===== config.mk =====
export PLATFORM = sky130hd
export DESIGN_NAME = pipe_skid_stage
export DESIGN_NICKNAME = d
export VERILOG_FILES = /design/src/rtl/pipe_skid_stage.sv
export SDC_FILE = /design/constraint.sdc
export NUM_CORES = 1
export LEC_CHECK = 0
export BUFFER_PORTS_ARGS = -buffer_cell sky130_fd_sc_hd__buf_4
export CAP_MARGIN = 15
export CORE_ASPECT_RATIO = 1.75
export CORE_MARGIN = 2
export CORE_UTILIZATION = 40
export DETAILED_ROUTE_END_ITERATION = 10
export GPL_ROUTABILITY_DRIVEN = 0
export GPL_TIMING_DRIVEN = 0
export SKIP_CTS_REPAIR_TIMING = 1
export SYNTH_ARGS = -nofsm -noshare
export SYNTH_HDL_FRONTEND = slang
export SYNTH_SLANG_ARGS = --single-unit
export TNS_END_PERCENT = 10

===== constraint.sdc =====
create_clock -name clk -period 1.9 [get_ports clk]
set_input_delay 0.19 -clock clk [delete_from_list [all_inputs] [get_ports clk]]
set_output_delay 0.19 -clock clk [all_outputs]
set_load 0.1 [all_outputs]

===== src/rtl/pipe_skid_stage.sv =====
// Elastic valid/ready pipeline register with a 2-entry skid buffer and flush-to-bubble.
// Optional stall/flush counters are enabled by defining PIPE_SKID_STATS_EN.
module pipe_skid_stage #(
  parameter int DATA_W = 102,
  parameter int CTRL_W = 6
) (
  input  logic              clk,
  input  logic              rst_n,
  input  logic              in_valid,
  output logic              in_ready,
  input  logic [DATA_W-1:0] in_data,
  input  logic [CTRL_W-1:0] in_ctrl,
  output logic              out_valid,
  input  logic              out_ready,
  output logic [DATA_W-1:0] out_data,
  output logic [CTRL_W-1:0] out_ctrl,
`ifdef PIPE_SKID_STATS_EN
  output logic [31:0]       stall_cnt,
  output logic [15:0]       flush_cnt,
`endif
  input  logic              flush
);

  typedef enum logic [1:0] {EMPTY, ONE, FULL} state_e;

  state_e              state_q;
  logic                main_valid_q, skid_valid_q;
  logic [DATA_W-1:0]   main_data_q, skid_data_q;
  logic [CTRL_W-1:0]   main_ctrl_q, skid_ctrl_q;
  logic                fire_in, fire_out;

  // Ready comes only from registered occupancy, so out_ready never reaches in_ready.
  assign in_ready  = !skid_valid_q && !flush && rst_n;
  assign fire_in   = in_valid && in_ready;
  assign fire_out  = main_valid_q && out_ready;

  assign out_valid = main_valid_q;
  assign out_data  = main_data_q;
  assign out_ctrl  = main_ctrl_q;

  always_ff @(posedge clk) begin
    if (!rst_n) begin
      state_q      <= EMPTY;
      main_valid_q <= 1'b0;
      skid_valid_q <= 1'b0;
      main_data_q  <= '0;
      skid_data_q  <= '0;
      main_ctrl_q  <= '0;
      skid_ctrl_q  <= '0;
    end else if (flush) begin
      // Data is left in place; clearing ctrl is what turns the entries into bubbles.
      state_q      <= EMPTY;
      main_valid_q <= 1'b0;
      skid_valid_q <= 1'b0;
      main_ctrl_q  <= '0;
      skid_ctrl_q  <= '0;
    end else begin
      case (state_q)
        EMPTY: begin
          if (fire_in) begin
            state_q      <= ONE;
            main_valid_q <= 1'b1;
            main_data_q  <= in_data;
            main_ctrl_q  <= in_ctrl;
          end
        end
        ONE: begin
          if (fire_in && fire_out) begin
            main_data_q <= in_data;
            main_ctrl_q <= in_ctrl;
          end else if (fire_in) begin
            state_q      <= FULL;
            skid_valid_q <= 1'b1;
            skid_data_q  <= in_data;
            skid_ctrl_q  <= in_ctrl;
          end else if (fire_out) begin
            state_q      <= EMPTY;
            main_valid_q <= 1'b0;
            main_ctrl_q  <= '0;
          end
        end
        FULL: begin
          if (fire_out) begin
            state_q      <= ONE;
            main_data_q  <= skid_data_q;
            main_ctrl_q  <= skid_ctrl_q;
            skid_valid_q <= 1'b0;
            skid_ctrl_q  <= '0;
          end
        end
        default: begin
          state_q      <= EMPTY;
          main_valid_q <= 1'b0;
          skid_valid_q <= 1'b0;
          main_ctrl_q  <= '0;
          skid_ctrl_q  <= '0;
        end
      endcase
    end
  end

`ifdef PIPE_SKID_STATS_EN
  logic [31:0] stall_cnt_q;
  logic [15:0] flush_cnt_q;

  // Both counters saturate instead of wrapping.
  always_ff @(posedge clk) begin
    if (!rst_n) begin
      stall_cnt_q <= '0;
      flush_cnt_q <= '0;
    end else begin
      if (main_valid_q && !out_ready && (stall_cnt_q != '1))
        stall_cnt_q <= stall_cnt_q + 32'd1;
      if (flush && (main_valid_q || skid_valid_q) && (flush_cnt_q != '1))
        flush_cnt_q <= flush_cnt_q + 16'd1;
    end
  end

  assign stall_cnt = stall_cnt_q;
  assign flush_cnt = flush_cnt_q;
`endif

endmodule


Word-level counts from Yosys, hierarchy flattened
Cells that the tools add are included.
{"block": "word_totals", "out_inout_bits": 110, "input_bits": 113, "regBits": 220}
{"block": "classes", "eq_ne": 12, "bitwise_logic": 5, "reduce_logical": 16, "muxes": 25}
{"operator": "2-to-1 mux 102 bit", "n": 3}
{"operator": "one-hot mux 102 bit (3 select lines)", "n": 1}
{"operator": "2-to-1 mux 6 bit", "n": 6}
{"operator": "one-hot mux 6 bit (3 select lines)", "n": 2}
{"operator": "AND reduction 4 bit", "n": 4}
{"operator": "!= test 2 bit, second input constant", "n": 7}
{"operator": "2-to-1 mux 2 bit", "n": 5}
{"operator": "AND reduction 5 bit", "n": 2}
{"operator": "!= test 3 bit, second input constant", "n": 3}
{"operator": "one-hot mux 1 bit (3 select lines)", "n": 2}
{"operator": "one-hot mux 2 bit (3 select lines)", "n": 1}
{"operator": "logical AND 1 bit", "n": 5}
{"operator": "2-to-1 mux 1 bit", "n": 5}
{"operator": "inverter 1 bit", "n": 5}
{"operator": "nonzero test 3 bit", "n": 1}
{"operator": "== test 2 x 1 -> 1 bit, second input constant", "n": 1}
{"operator": "== test 2 bit, second input constant", "n": 1}
{"operator": "zero test 1 bit", "n": 2}
{"operator": "zero test 2 bit", "n": 1}
{"operator": "OR reduction 2 bit", "n": 1}

Logic depth before layout (Yosys ltp)
Gate-level depths: netlist of the first run.
{"block": "depth", "ltp_word": 7, "ltp_mapped": 7, "mapped_depth_nobuf": 4}

Worst setup path after synthesis of the first run
Ideal clock, no wire load.
{"block": "synth_timing", "path_kind": "reg-to-reg", "start": "register main_valid_q, in the netlist out_valid", "end": "register main_data_q[11], in the netlist out_data[11]", "stages_incl_launch_ff": 7, "arrival_time_ns": 2.255, "n_path_buf": 2, "path_slack_ns": -0.425, "synth_period_minus_slack_ns": 2.325, "t_required_ns": 1.829, "setup_time_ns": 0.071, "cell_sequence": "dfxtp_1 > nand2_1 > nor3_2 > buf_2 > clkbuf_1 > o31ai_1 > a21oi_1"}
{"block": "synth_between", "elab_chain_cells": 4, "word_cells_on_any_way": 5, "classes_between": "eq/ne (2); reduce/logical (3)"}
{"element": "start: declaration", "line": "27", "rtl": "logic main_valid_q, skid_valid_q;"}
{"element": "start signal: assignment", "line": "44", "rtl": "main_valid_q <= 1'b0;"}
{"element": "start signal: assignment", "line": "53", "rtl": "main_valid_q <= 1'b0;"}
{"element": "start signal: assignment", "line": "62", "rtl": "main_valid_q <= 1'b1;"}
{"element": "logical AND 1 bit *", "line": "35", "rtl": "assign fire_out = main_valid_q && out_ready;"}
{"element": "logical AND 1 bit", "line": "68", "rtl": "if (fire_in && fire_out) begin"}
{"element": "!= test 2 bit (no line)"}
{"element": "AND reduction 5 bit (no line) *"}
{"element": "end signal: assignment", "line": "63", "rtl": "main_data_q <= in_data;"}
{"element": "end signal: assignment", "line": "69", "rtl": "main_data_q <= in_data;"}
{"element": "end signal: assignment", "line": "85", "rtl": "main_data_q <= skid_data_q;"}
{"element": "end: declaration", "line": "28", "rtl": "logic [DATA_W-1:0] main_data_q, skid_data_q;"}
Every way passes the cells marked *; elsewhere a longest branch is shown, timed or not.
A chain may end at the register's enable or synchronous reset.

Worst setup path after layout of the first run
{"block": "layout_timing", "start": "register skid_valid_q", "end": "register main_data_q[45], in the netlist out_data[45]"}
{"block": "layout_between", "elab_chain_cells": 7, "word_cells_on_any_way": 8, "classes_between": "eq/ne (2); reduce/logical (6)"}
{"element": "start: declaration", "line": "27"}
{"element": "start signal: assignment", "line": "45", "rtl": "skid_valid_q <= 1'b0;"}
{"element": "start signal: assignment", "line": "54", "rtl": "skid_valid_q <= 1'b0;"}
{"element": "start signal: assignment", "line": "73", "rtl": "skid_valid_q <= 1'b1;"}
{"element": "zero test 1 bit *", "line": "33", "rtl": "assign in_ready = !skid_valid_q && !flush && rst_n;"}
{"element": "logical AND 1 bit * (2 in series)", "line": "33"}
{"element": "logical AND 1 bit *", "line": "34", "rtl": "assign fire_in = in_valid && in_ready;"}
{"element": "logical AND 1 bit", "line": "68"}
{"element": "!= test 2 bit (no line)"}
{"element": "AND reduction 5 bit (no line) *"}
Marks and branches as above.

==> results of run 1 <==
==> cells in the mapped netlist, drive strengths merged <==
cell type | number | area (sq um)
nor3 | 3 | 20.02
a32oi | 1 | 8.760
nand2 | 214 | 803.3
nor2 | 6 | 22.52
dfxtp | 220 | 4404
a21bo | 1 | 10.01
o2bb2ai | 6 | 52.55
nand3 | 8 | 40.04
a21oi | 103 | 515.5
and3 | 1 | 6.260
buf | 53 | 251.5
nand2b | 2 | 12.51
a22oi | 8 | 60.06
a211oi | 1 | 7.510
mux2i | 102 | 1021
and4bb | 1 | 12.51
and2 | 2 | 12.52
inv | 1 | 3.750
o211a | 1 | 10.01
o31ai | 103 | 773.2
o21ai | 8 | 40.04
nor2b | 2 | 12.51
clkbuf | 41 | 153.9
a21boi | 103 | 777.0
nor4 | 1 | 12.51
nand4bb | 1 | 27.53
or2 | 1 | 6.260
nand4 | 1 | 6.260
==> registers in the layout (all words and copies together) (netlist names) <==
signal and cells:
state_q 2, skid_valid_q 1, skid_data_q 102, out_valid 1, out_data 102, out_ctrl 6
skid_ctrl_q 6
==> cell usage in the layout (no fill, tap or decap), types with 2 or more instances in the layout <==
cell / n
a21boi_0: 69
a21boi_1: 33
a21oi_1: 103
a22oi_1: 8
buf_2: 14
buf_4: 232
buf_6: 3
clkbuf_1: 34
clkbuf_16: 22
clkbuf_2: 15
clkbuf_4: 20
clkbuf_8: 6
clkinv_2: 6
dfxtp_1: 218
dlygate4sd3_1: 107
mux2i_1: 100
mux2i_2: 2
nand2_1: 214
nand2b_1: 2
nand3_1: 8
nor2_1: 5
nor2b_1: 2
o21ai_0: 8
o2bb2ai_1: 6
o31ai_1: 103
==> per-stage QoR <==
| step | power (W) | cells | setup TNS [ns] | setup slack [ns] | hold slack, ns |
|---|---|---|---|---|---|
| floorplan | 0.005713 | 995 | 0 | 0.1811 | 0.3204 |
| global placement | 0.006174 | 1516 | -39.39 | -0.3143 | 0.4144 |
| detailed placement | 0.006176 | 1516 | -40.19 | -0.3456 | 0.4379 |
| CTS | 0.01049 | 1554 | -42.44 | -0.3779 | -0.09496 |
| global route | 0.01096 | 1662 | -7.545 | -0.1565 | 0.004863 |
| finish | 0.01056 | 1662 | -0.005366 | -0.003336 | -0.03763 |
==> cells by family (layout without fill, tap and decap cells) <==
kind of cell / after synthesis / in the layout / synth area share
multiplexers: 102 / 102 / 0.1124
AND/OR/NAND/NOR: 243 / 243 / 0.1095
flip-flops: 220 / 220 / 0.4848
AO/OA/AOI/OAI: 335 / 335 / 0.2482
buffers and inverters: 95 / 462 / 0.04504
==> worst max-delay path: stages, from the launching register on <==
cell and delay (ns):
dfxtp_1 0.35, nand4bb_4 0.27, nor4_4 0.42, or2_1 0.21, clkbuf_1 0.38, a21oi_1 0.13
==> routing by layer <==
layer,vias up,part of all wire
met4,0,0.022
met5,-,0
met2,221,0.54
met3,36,0.044
li1,4218,-
met1,3835,0.40
==> path summary, 6_finish.rpt <==
check / cells past startpoint / startpoint / endpoint
max: 5 / skid_valid_q / out_data[45]
min: 3 / in_data[74] / skid_data_q[74]
max reg2reg: 5 / skid_valid_q / out_data[45]
min reg2reg: 2 / skid_data_q[31] / skid_data_q[31]
==> power by group <==
part	switching, W	internal (W)	total, W
Clock	0.00181	0.00249	0.00430
Sequential	0.0000549	0.00470	0.00475
Combinational	0.000954	0.000557	0.00151
==> final cells by class <==
cell class | instances | area [sq um] | area share
Clock buffer | 30 | 640.6 | 0.04905
Clock inverter | 8 | 68.82 | 0.005269
Sequential cell | 220 | 4409 | 0.3376
Timing Repair Buffer | 329 | 2738 | 0.2096
Tap cell | 300 | 375.4 | 0.02874
Inverter | 1 | 3.754 | 0.0002874
Multi-Input combinational cell | 680 | 4300 | 0.3293
Buffer | 94 | 524.3 | 0.04014
==> impl_results.md, run 1 <==
* Root Buffer: clkbuf_16
* CORE AREA at between 0.02 and 0.025 sq mm
* Avg Cell Area, Syn at approximately 9.1 sq um
* M1 GR Usage at 0.2349
* Area after DPL at between 0.01 and 0.015 sq mm
* DR DRC count at 0
* CP Class: flop to flop
* Final setup fails at 2
* Measured slew at the worst slew-check pin at approximately 0.75 ns
* Hold slack at -0.03763 ns
* Initial Utilization at 0.4043
* Fillers at 2082
* #FFs+latches synth at 220
* Global-route wire length before repair at between 40000 and 50000 um
* Final nets at approximately 1.5k
* Antenna diodes at 0
* Met3 Use GR at 0.04334
* Routed WL at roughly 28000 um
* Failing checks: negative hold slack, negative setup slack
* Drt pass-1 iters at 4
* PortBufs at ~220
* RSZ-0062 raised after global routing: yes
* Post-synthesis sequential area ratio at 0.4848
* CP max FO at 10
* Cell Pwr Density at a little over 800 mW/mm^2
* Pleak at 6.137 nW
* Sink Count at 220
* Die area at 0.02398 sq mm
* Min-Delay Path Class: input port to flop
* Status: finished, violations left
* CTS clock-pin slew for the worst setup and hold paths at 0.07 ns
* Maxcap violations at 0
* WP data arrival at about 2.3 ns
* Slew margin rel. at 0.4968
* Met2 Use GR at 0.4145
* FMAX at around 530 MHz
* Final core utilization at 0.5812
* Syn_nets at about 1.1k
* Worst-Skew Late Latency at approximately 0.50 ns
* Die width at 117.9 um
* Post-synthesis cell count at 995
* Worst Skew at 0.008255 ns
* Chip Height at approximately 200 um
* Max Slew Vio Count at 0
* Design Area, Final at between 0.01 and 0.015 sq mm
* Initial antenna violation count at 0
* 1st-iter DRT viols at 350
* Cts bufs inserted at 21
* Cell Area, Synth at 0.009084 sq mm
* # IOs at 223
* GR Util All Layers at 0.2146
* Setup ws final at -0.003336 ns
* R2R setup slack at -0.003 ns
* Tcrit/Tclk final at 1.002
* Layout cells sized above 1 at 0.2438
* Area grow syn2layout at 43.77%
* Clk buf depth at 3
* Vias at 8310
* YS warnings at 0
* Worst EP required at about 2.3 ns
* Period minus WS final at between 1.5 and 2 ns
* Vias in the first global route at just under 8k
* Most used routing layer: met2
* Grt ovf at 0
* VDD IR max at ~730 uV
* Critical Path Source Type: flop
* Hpwl dp at between 15000 and 20000 um
* TritonCTS clock tree: built
* Post-synth cell types at 33
* Final hold violation count at 1
* Row count at 73
* H-tree depth at 1
* Largest net degree at the start of global routing at 16
* Via density at around 5.0
* Worst setup EP type: flop
* Antenna-violating nets left at 0
* Routed len/inst at ~17 um
No activity file was read; power rests on OpenSTA's default activity.
==> run 2, diff against run 1 <==
--- a/config.mk
+++ b/config.mk
@@ -7,12 +7,15 @@
 export LEC_CHECK = 0
 export BUFFER_PORTS_ARGS = -buffer_cell sky130_fd_sc_hd__buf_4
 export CAP_MARGIN = 15
+export CELL_PAD_IN_SITES_DETAIL_PLACEMENT = 0
+export CELL_PAD_IN_SITES_GLOBAL_PLACEMENT = 2
 export CORE_ASPECT_RATIO = 1.75
 export CORE_MARGIN = 2
-export CORE_UTILIZATION = 40
+export CORE_UTILIZATION = 32
 export DETAILED_ROUTE_END_ITERATION = 10
 export GPL_ROUTABILITY_DRIVEN = 0
 export GPL_TIMING_DRIVEN = 0
+export PLACE_DENSITY_LB_ADDON = 0.1
 export SKIP_CTS_REPAIR_TIMING = 1
 export SYNTH_ARGS = -nofsm -noshare
 export SYNTH_HDL_FRONTEND = slang
==> run 2 against run 1 <==
Effect of this change:
- routed wire length is 10% higher
- critical path type unchanged
- largest power group unchanged
- the run ends with negative hold slack left
- flip-flop and latch count stayed put
- combinational power hardly changed
- clock-buffer cell count is 6 higher
==> impl_results.md, run 2 (synthesis results as in run 1) <==
* Worst Skew at 0.006956 ns (-0.001299 ns)
* CP max FO at 10 (unchanged)
* Measured slew at the worst slew-check pin at 0.7222 ns (-0.03257 ns)
* Hpwl dp at 20770 um (+7.9%)
* Final core utilization at 0.4737 (-0.1076)
* Slew margin rel. at 0.5185 (+0.02171)
* Worst setup EP type: flop
* Row count at 81 (+11%)
* DR DRC count at 0 (unchanged)
* Status: finished, violations left
* Grt ovf at 0 (unchanged)
* Critical path startpoint: state_q[0]
* Reg2Reg Capture Point: out_data[10]
* Critical-path top delay cell: dfxtp_2
* Critical Path Source Type: flop
* Design Area, Final at 0.01325 sq mm (+1.4%)
* H-tree depth at 1 (unchanged)
* Antenna diodes at 0 (unchanged)
* Crit-path max cell delay at 0.41 ns (about the same)
* Sink Count at 220 (unchanged)
* Levels on crit path at 6 (+1)
* Commonest non-fill, non-tap cell in the layout: buf_4
* # IOs at 223 (unchanged)
* Drt pass-1 iters at 4 (unchanged)
* Via density at 4.828 (-3.4%)
* Final setup fails at 0 (-2)
* Leading cell types in the layout, fill and taps excluded: 232 x buf_4, 218 x dfxtp_1, 214 x nand2_1, 108 x dlygate4sd3_1
* Worst-Skew Late Latency at 0.51 ns (about the same)
* Min-Delay Path Class: input port to flop
* R2R setup slack at 0.08 ns (+0.08 ns)
* Routed len/inst at 17.38 um (+5.0%)
* Worst path cell trace: nand2b_1, buf_2, buf_6, buf_4, mux2i_1, a21oi_1
* Failing checks: negative hold slack
* Area after DPL at 0.01122 sq mm (+0.82%)
* Pleak at 6.170 nW (+0.54%)
* Metal2 WL at 16240 um (+9.5%)
* Antenna-violating nets left at 0 (unchanged)
* Worst R2R Path Depth at 6 (+1)
* Final hold violation count at 1 (unchanged)
* Hold slack at -0.006659 ns (+0.03097 ns)
* Worst EP required at 2.29 ns (+0.03 ns)
* FMAX at 549.2 MHz (+4.5%)
* Die width at 131.4 um (+11%)
* Tcrit/Tclk final at 0.9584 (-0.04338)
* End of the critical path: out_data[10]
* CP Class: flop to flop
* RSZ-0062 raised after global routing: yes
* TritonCTS clock tree: built
* Global-route wire length before repair at 45560 um (+9.1%)
* Chip Height at 226.9 um (+12%)
* CORE AREA at 0.02797 sq mm (+24%)
* Root Buffer: clkbuf_16
* VDD IR max at 731.8 uV (-0.18%)
* M1 WL at 12260 um (+13%)
* Worst path top cell family by delay: buffers and inverters
* Wire length on met3 at 1389 um (+14%)
* Total power at 0.01061 W (+0.47%)
* CTS clock-pin slew for the worst setup and hold paths at 0.06 ns (about the same)
* Clk buf depth at 3 (unchanged)
* Max Slew Vio Count at 0 (unchanged)
* Layout cells sized above 1 at 0.2449 (+0.001124)
* Cell Pwr Density at 800.8 mW/mm^2 (-0.96%)
* Max Used Layer: met4
* Vias in the first global route at 7994 (+2.3%)
* Maxcap violations at 0 (unchanged)
* PortBufs at 221 (unchanged)
* Area grow syn2layout at 45.85%
* 1st-iter DRT viols at 271 (-23%)
* Initial Utilization at 0.3247 (-0.07953)
* Vias at 8406 (+1.2%)
* Die area at 0.02980 sq mm (+24%)
* Period minus WS final at 1.821 ns (-0.08243 ns)
* Initial antenna violation count at 0 (unchanged)
* Cts bufs inserted at 23 (+9.5%)
* Routed WL at 30270 um (+10%)
* Largest net degree at the start of global routing at 14 (-2)
* GR Util All Layers at 0.1924 (-0.02227)
* WP data arrival at 2.22 ns (-0.04 ns)
* Final nets at 1466 (+0.41%)
* WP buf/inv at 3 (+2)
* Worst flop-to-flop path startpoint: state_q[0]
run 2: per-layer routing:
layer  GRT usage  vias up
li1            -     4235
met1      0.2227     3964
met2      0.3608      185
met3     0.03734       22
met4     0.05119        0
met5           0        -
run 2: worst register-to-register path: cells and delay by family (launching register included):
family / cells / cell delay, ns
AOI/OAI and AO/OA: 1 / 0.11
buffers and inverters: 3 / 0.72
DFF: 1 / 0.41
muxes: 1 / 0.34
and+or+nand+nor: 1 / 0.12
run 2: layout make-up:
class | instances | area [sq um]
multi-input cells | 680 | 4313
inverters | 1 | 3.754
plain buffers | 94 | 591.8
repair buffers | 333 | 2770
fillers | 2786 | 14720
clock inverters | 4 | 20.02
well taps | 373 | 466.7
flip-flops and latches | 220 | 4409
clock buffers | 36 | 674.4
run 2: through the flow:
stage | setup TNS [ns] | hold slack, ns | instances | setup WS, ns
2_1_floorplan | 0 | 0.3204 | 995 | 0.1811
3_3_place_gp | -37.93 | 0.4203 | 1589 | -0.3452
3_5_place_dp | -38.86 | 0.4312 | 1589 | -0.3570
4_1_cts | -42.28 | -0.1081 | 1629 | -0.3824
5_1_grt | -0.7039 | 0.01559 | 1741 | -0.04324
6_report | 0 | -0.006659 | 1741 | 0.07909
run 2: worst min-delay path by stage:
| stage | from | to | slack, ns | cells past startpoint |
|---|---|---|---|---|
| final | in_valid | skid_valid_q | -0.007 | 3 |
| after global placement | in_ctrl[4] | skid_ctrl_q[4] | 0.42 | 3 |
| after CTS | in_ctrl[2] | skid_ctrl_q[2] | -0.11 | 3 |
| after floorplan | in_ctrl[0] | skid_ctrl_q[0] | 0.32 | 2 |
| after global routing | in_valid | skid_valid_q | 0.02 | 3 |
| after detailed placement | in_ctrl[4] | skid_ctrl_q[4] | 0.43 | 3 |
run 2: where the power goes:
| group | switching [W] | internal [W] |
|---|---|---|
| Combinational | 0.000970 | 0.000568 |
| Sequential | 0.0000547 | 0.00470 |
| Clock | 0.00189 | 0.00243 |
| Total | 0.00292 | 0.00769 |
==> run 3, diff against run 2 <==
--- a/config.mk
+++ b/config.mk
@@ -9,7 +9,6 @@
 export CAP_MARGIN = 15
 export CELL_PAD_IN_SITES_DETAIL_PLACEMENT = 0
 export CELL_PAD_IN_SITES_GLOBAL_PLACEMENT = 2
-export CORE_ASPECT_RATIO = 1.75
 export CORE_MARGIN = 2
 export CORE_UTILIZATION = 32
 export DETAILED_ROUTE_END_ITERATION = 10
==> run 3 against run 2 <==
Effect of this change:
- the run now ends clean
- clock power grew 18%
- combinational power about the same
- sequential share of layout area shrank 0.45 points
- largest cell class unchanged
- highest routed layer unchanged
==> impl_results.md, run 3 (synthesis results as in run 1) <==
* Reg2Reg Capture Point: out_data[6]
* Pre-CTS setup slack at -0.3670 ns (-0.009992 ns)
* Routed len/inst at 16.88 um (-2.9%)
* Row count at 61 (-25%)
* Total power at 0.01137 W (+7.2%)
* CORE AREA at 0.02786 sq mm (-0.41%)
* Cts bufs inserted at 27 (+17%)
* Largest net degree at the start of global routing at 14 (unchanged)
* Min-Delay Path Class: input port to flop
* Final nets at 1469 (+0.20%)
* VDD IR max at 556.7 uV (-24%)
* CP Class: flop to flop
* PortBufs at 221 (unchanged)
* Fillers at 2771 (-0.54%)
* CP max FO at 10 (unchanged)
* Maxcap violations at 0 (unchanged)
* Initial antenna violation count at 1 (+1)
* RSZ-0062 raised after global routing: yes
* Worst Skew at 0.01319 ns (+0.006231 ns)
* Area grow syn2layout at 47.85%
* Antenna-violating nets left at 0 (unchanged)
* Final hold violation count at 0 (-1)
* Vias in the first global route at 7830 (-2.1%)
* Grt ovf at 0 (unchanged)
* DR DRC count at 0 (unchanged)
* WP data arrival at 2.28 ns (+0.06 ns)
* Commonest non-fill, non-tap cell in the layout: buf_4
* Hold Crit Endpoint: out_valid
* Critical Path Source Type: flop
* Slew margin rel. at 0.5288 (+0.01025)
* Worst-Skew Late Latency at 0.54 ns (+0.03 ns)
* Sink Count at 220 (unchanged)
* Max Slew Vio Count at 0 (unchanged)
* Clk buf depth at 3 (unchanged)
* Worst EP required at 2.36 ns (+0.07 ns)
* R2R setup slack at 0.07 ns (about the same)
* Vias at 8385 (-0.25%)
* Worst setup EP type: flop
* Setup TNS at 0 ns (unchanged)
* Worst R2R Path Depth at 7 (+1)
* Die width at 172.5 um (+31%)
* Measured slew at the worst slew-check pin at 0.7068 ns (-0.01538 ns)
* Hpwl dp at 19610 um (-5.6%)
* Cell Pwr Density at 846.8 mW/mm^2 (+5.7%)
* Storage element area at 0.004409 sq mm (unchanged)
* Drt pass-1 iters at 5 (+1)
* Layout cells sized above 1 at 0.2505 (+0.005662)
* Via density at 4.775 (-1.1%)
* Tcrit/Tclk final at 0.9614 (+0.002995)
* # IOs at 223 (unchanged)
* Setup ws final at 0.07340 ns (-0.005691 ns)
* Placed Cells incl. Taps at 1594 (+0.31%)
* Final setup fails at 0 (unchanged)
* Hold depth at 4 (+1)
* Leading cell types in the layout, fill and taps excluded: 236 x buf_4, 218 x dfxtp_1, 214 x nand2_1, 109 x dlygate4sd3_1
* Status: complete, no violations
* Worst flop-to-flop path startpoint: skid_valid_q
* Die area at 0.02975 sq mm (-0.17%)
* Root Buffer: clkbuf_16
* Pleak at 6.285 nW (+1.9%)
* Initial Utilization at 0.3261 (+0.001327)
* Global-route wire length before repair at 44080 um (-3.3%)
* Area used by multi-input combinational logic at 0.004302 sq mm (-0.26%)
* CTS clock-pin slew for the worst setup and hold paths at 0.06 ns (about the same)
* Routed WL at 29650 um (-2.1%)
* TritonCTS clock tree: built
* Cell Count, Final, Fillers Out at 1756 (+0.86%)
* FMAX at 547.5 MHz (-0.31%)
* Min-delay src: out_ready
* H-tree depth at 1 (unchanged)
* GR Util All Layers at 0.1902 (-0.002163)
* 1st-iter DRT viols at 446 (+65%)
* Period minus WS final at 1.827 ns (+0.005691 ns)
* Chip Height at 172.5 um (-24%)
## run 3: area by class of cell
cell class	count	area share
Sequential cell	220	0.3283
Multi-Input combinational cell	680	0.3203
Timing Repair Buffer	332	0.2059
Clock buffer	36	0.05655
Buffer	94	0.04388
Tap cell	378	0.03522
Clock inverter	14	0.009409
Inverter	1	0.0002795
Antenna cell	1	0.0001863
## run 3: worst max-delay path by stage
stage | startpoint | to | slack [ns]
floorplan | out_valid | out_data[11] | 0.18
global placement | rst_n | out_data[80] | -0.39
detailed placement | rst_n | out_data[18] | -0.37
CTS | state_q[0] | skid_data_q[55] | -0.35
global route | skid_valid_q | out_data[75] | -0.06
finish | skid_valid_q | out_data[6] | 0.07
## run 3: stage by stage
step           hold slack, ns    util  cell area [sq um]
5_1_grt               0.01656  0.4821              13430
4_1_cts               -0.1329  0.4346              12110
3_5_place_dp           0.4274  0.4028              11220
3_3_place_gp           0.4260  0.4028              11220
2_1_floorplan          0.3204       -               9090
6_report              0.01852  0.4821              13430
## run 3: critical path: stages (launching register included)
cell	delay, ns
dfxtp_1	0.35
nand4bb_4	0.29
nor4_4	0.32
buf_4	0.16
buf_6	0.18
clkbuf_4	0.24
o31ai_1	0.09
a21oi_1	0.14
## run 3: metal layers
| layer | global-route usage | vias to the layer above | share of wire |
|---|---|---|---|
| li1 | - | 4253 | - |
| met1 | 0.2612 | 3926 | 0.47 |
| met2 | 0.3075 | 173 | 0.46 |
| met3 | 0.03960 | 33 | 0.050 |
| met4 | 0.04129 | 0 | 0.015 |
| met5 | 0 | - | 0 |
## run 3: power by group
part	internal [W]	total (W)	switching (W)
clock	0.00307	0.00509	0.00202
combinational	0.000565	0.00153	0.000964
sequential	0.00470	0.00475	0.0000535
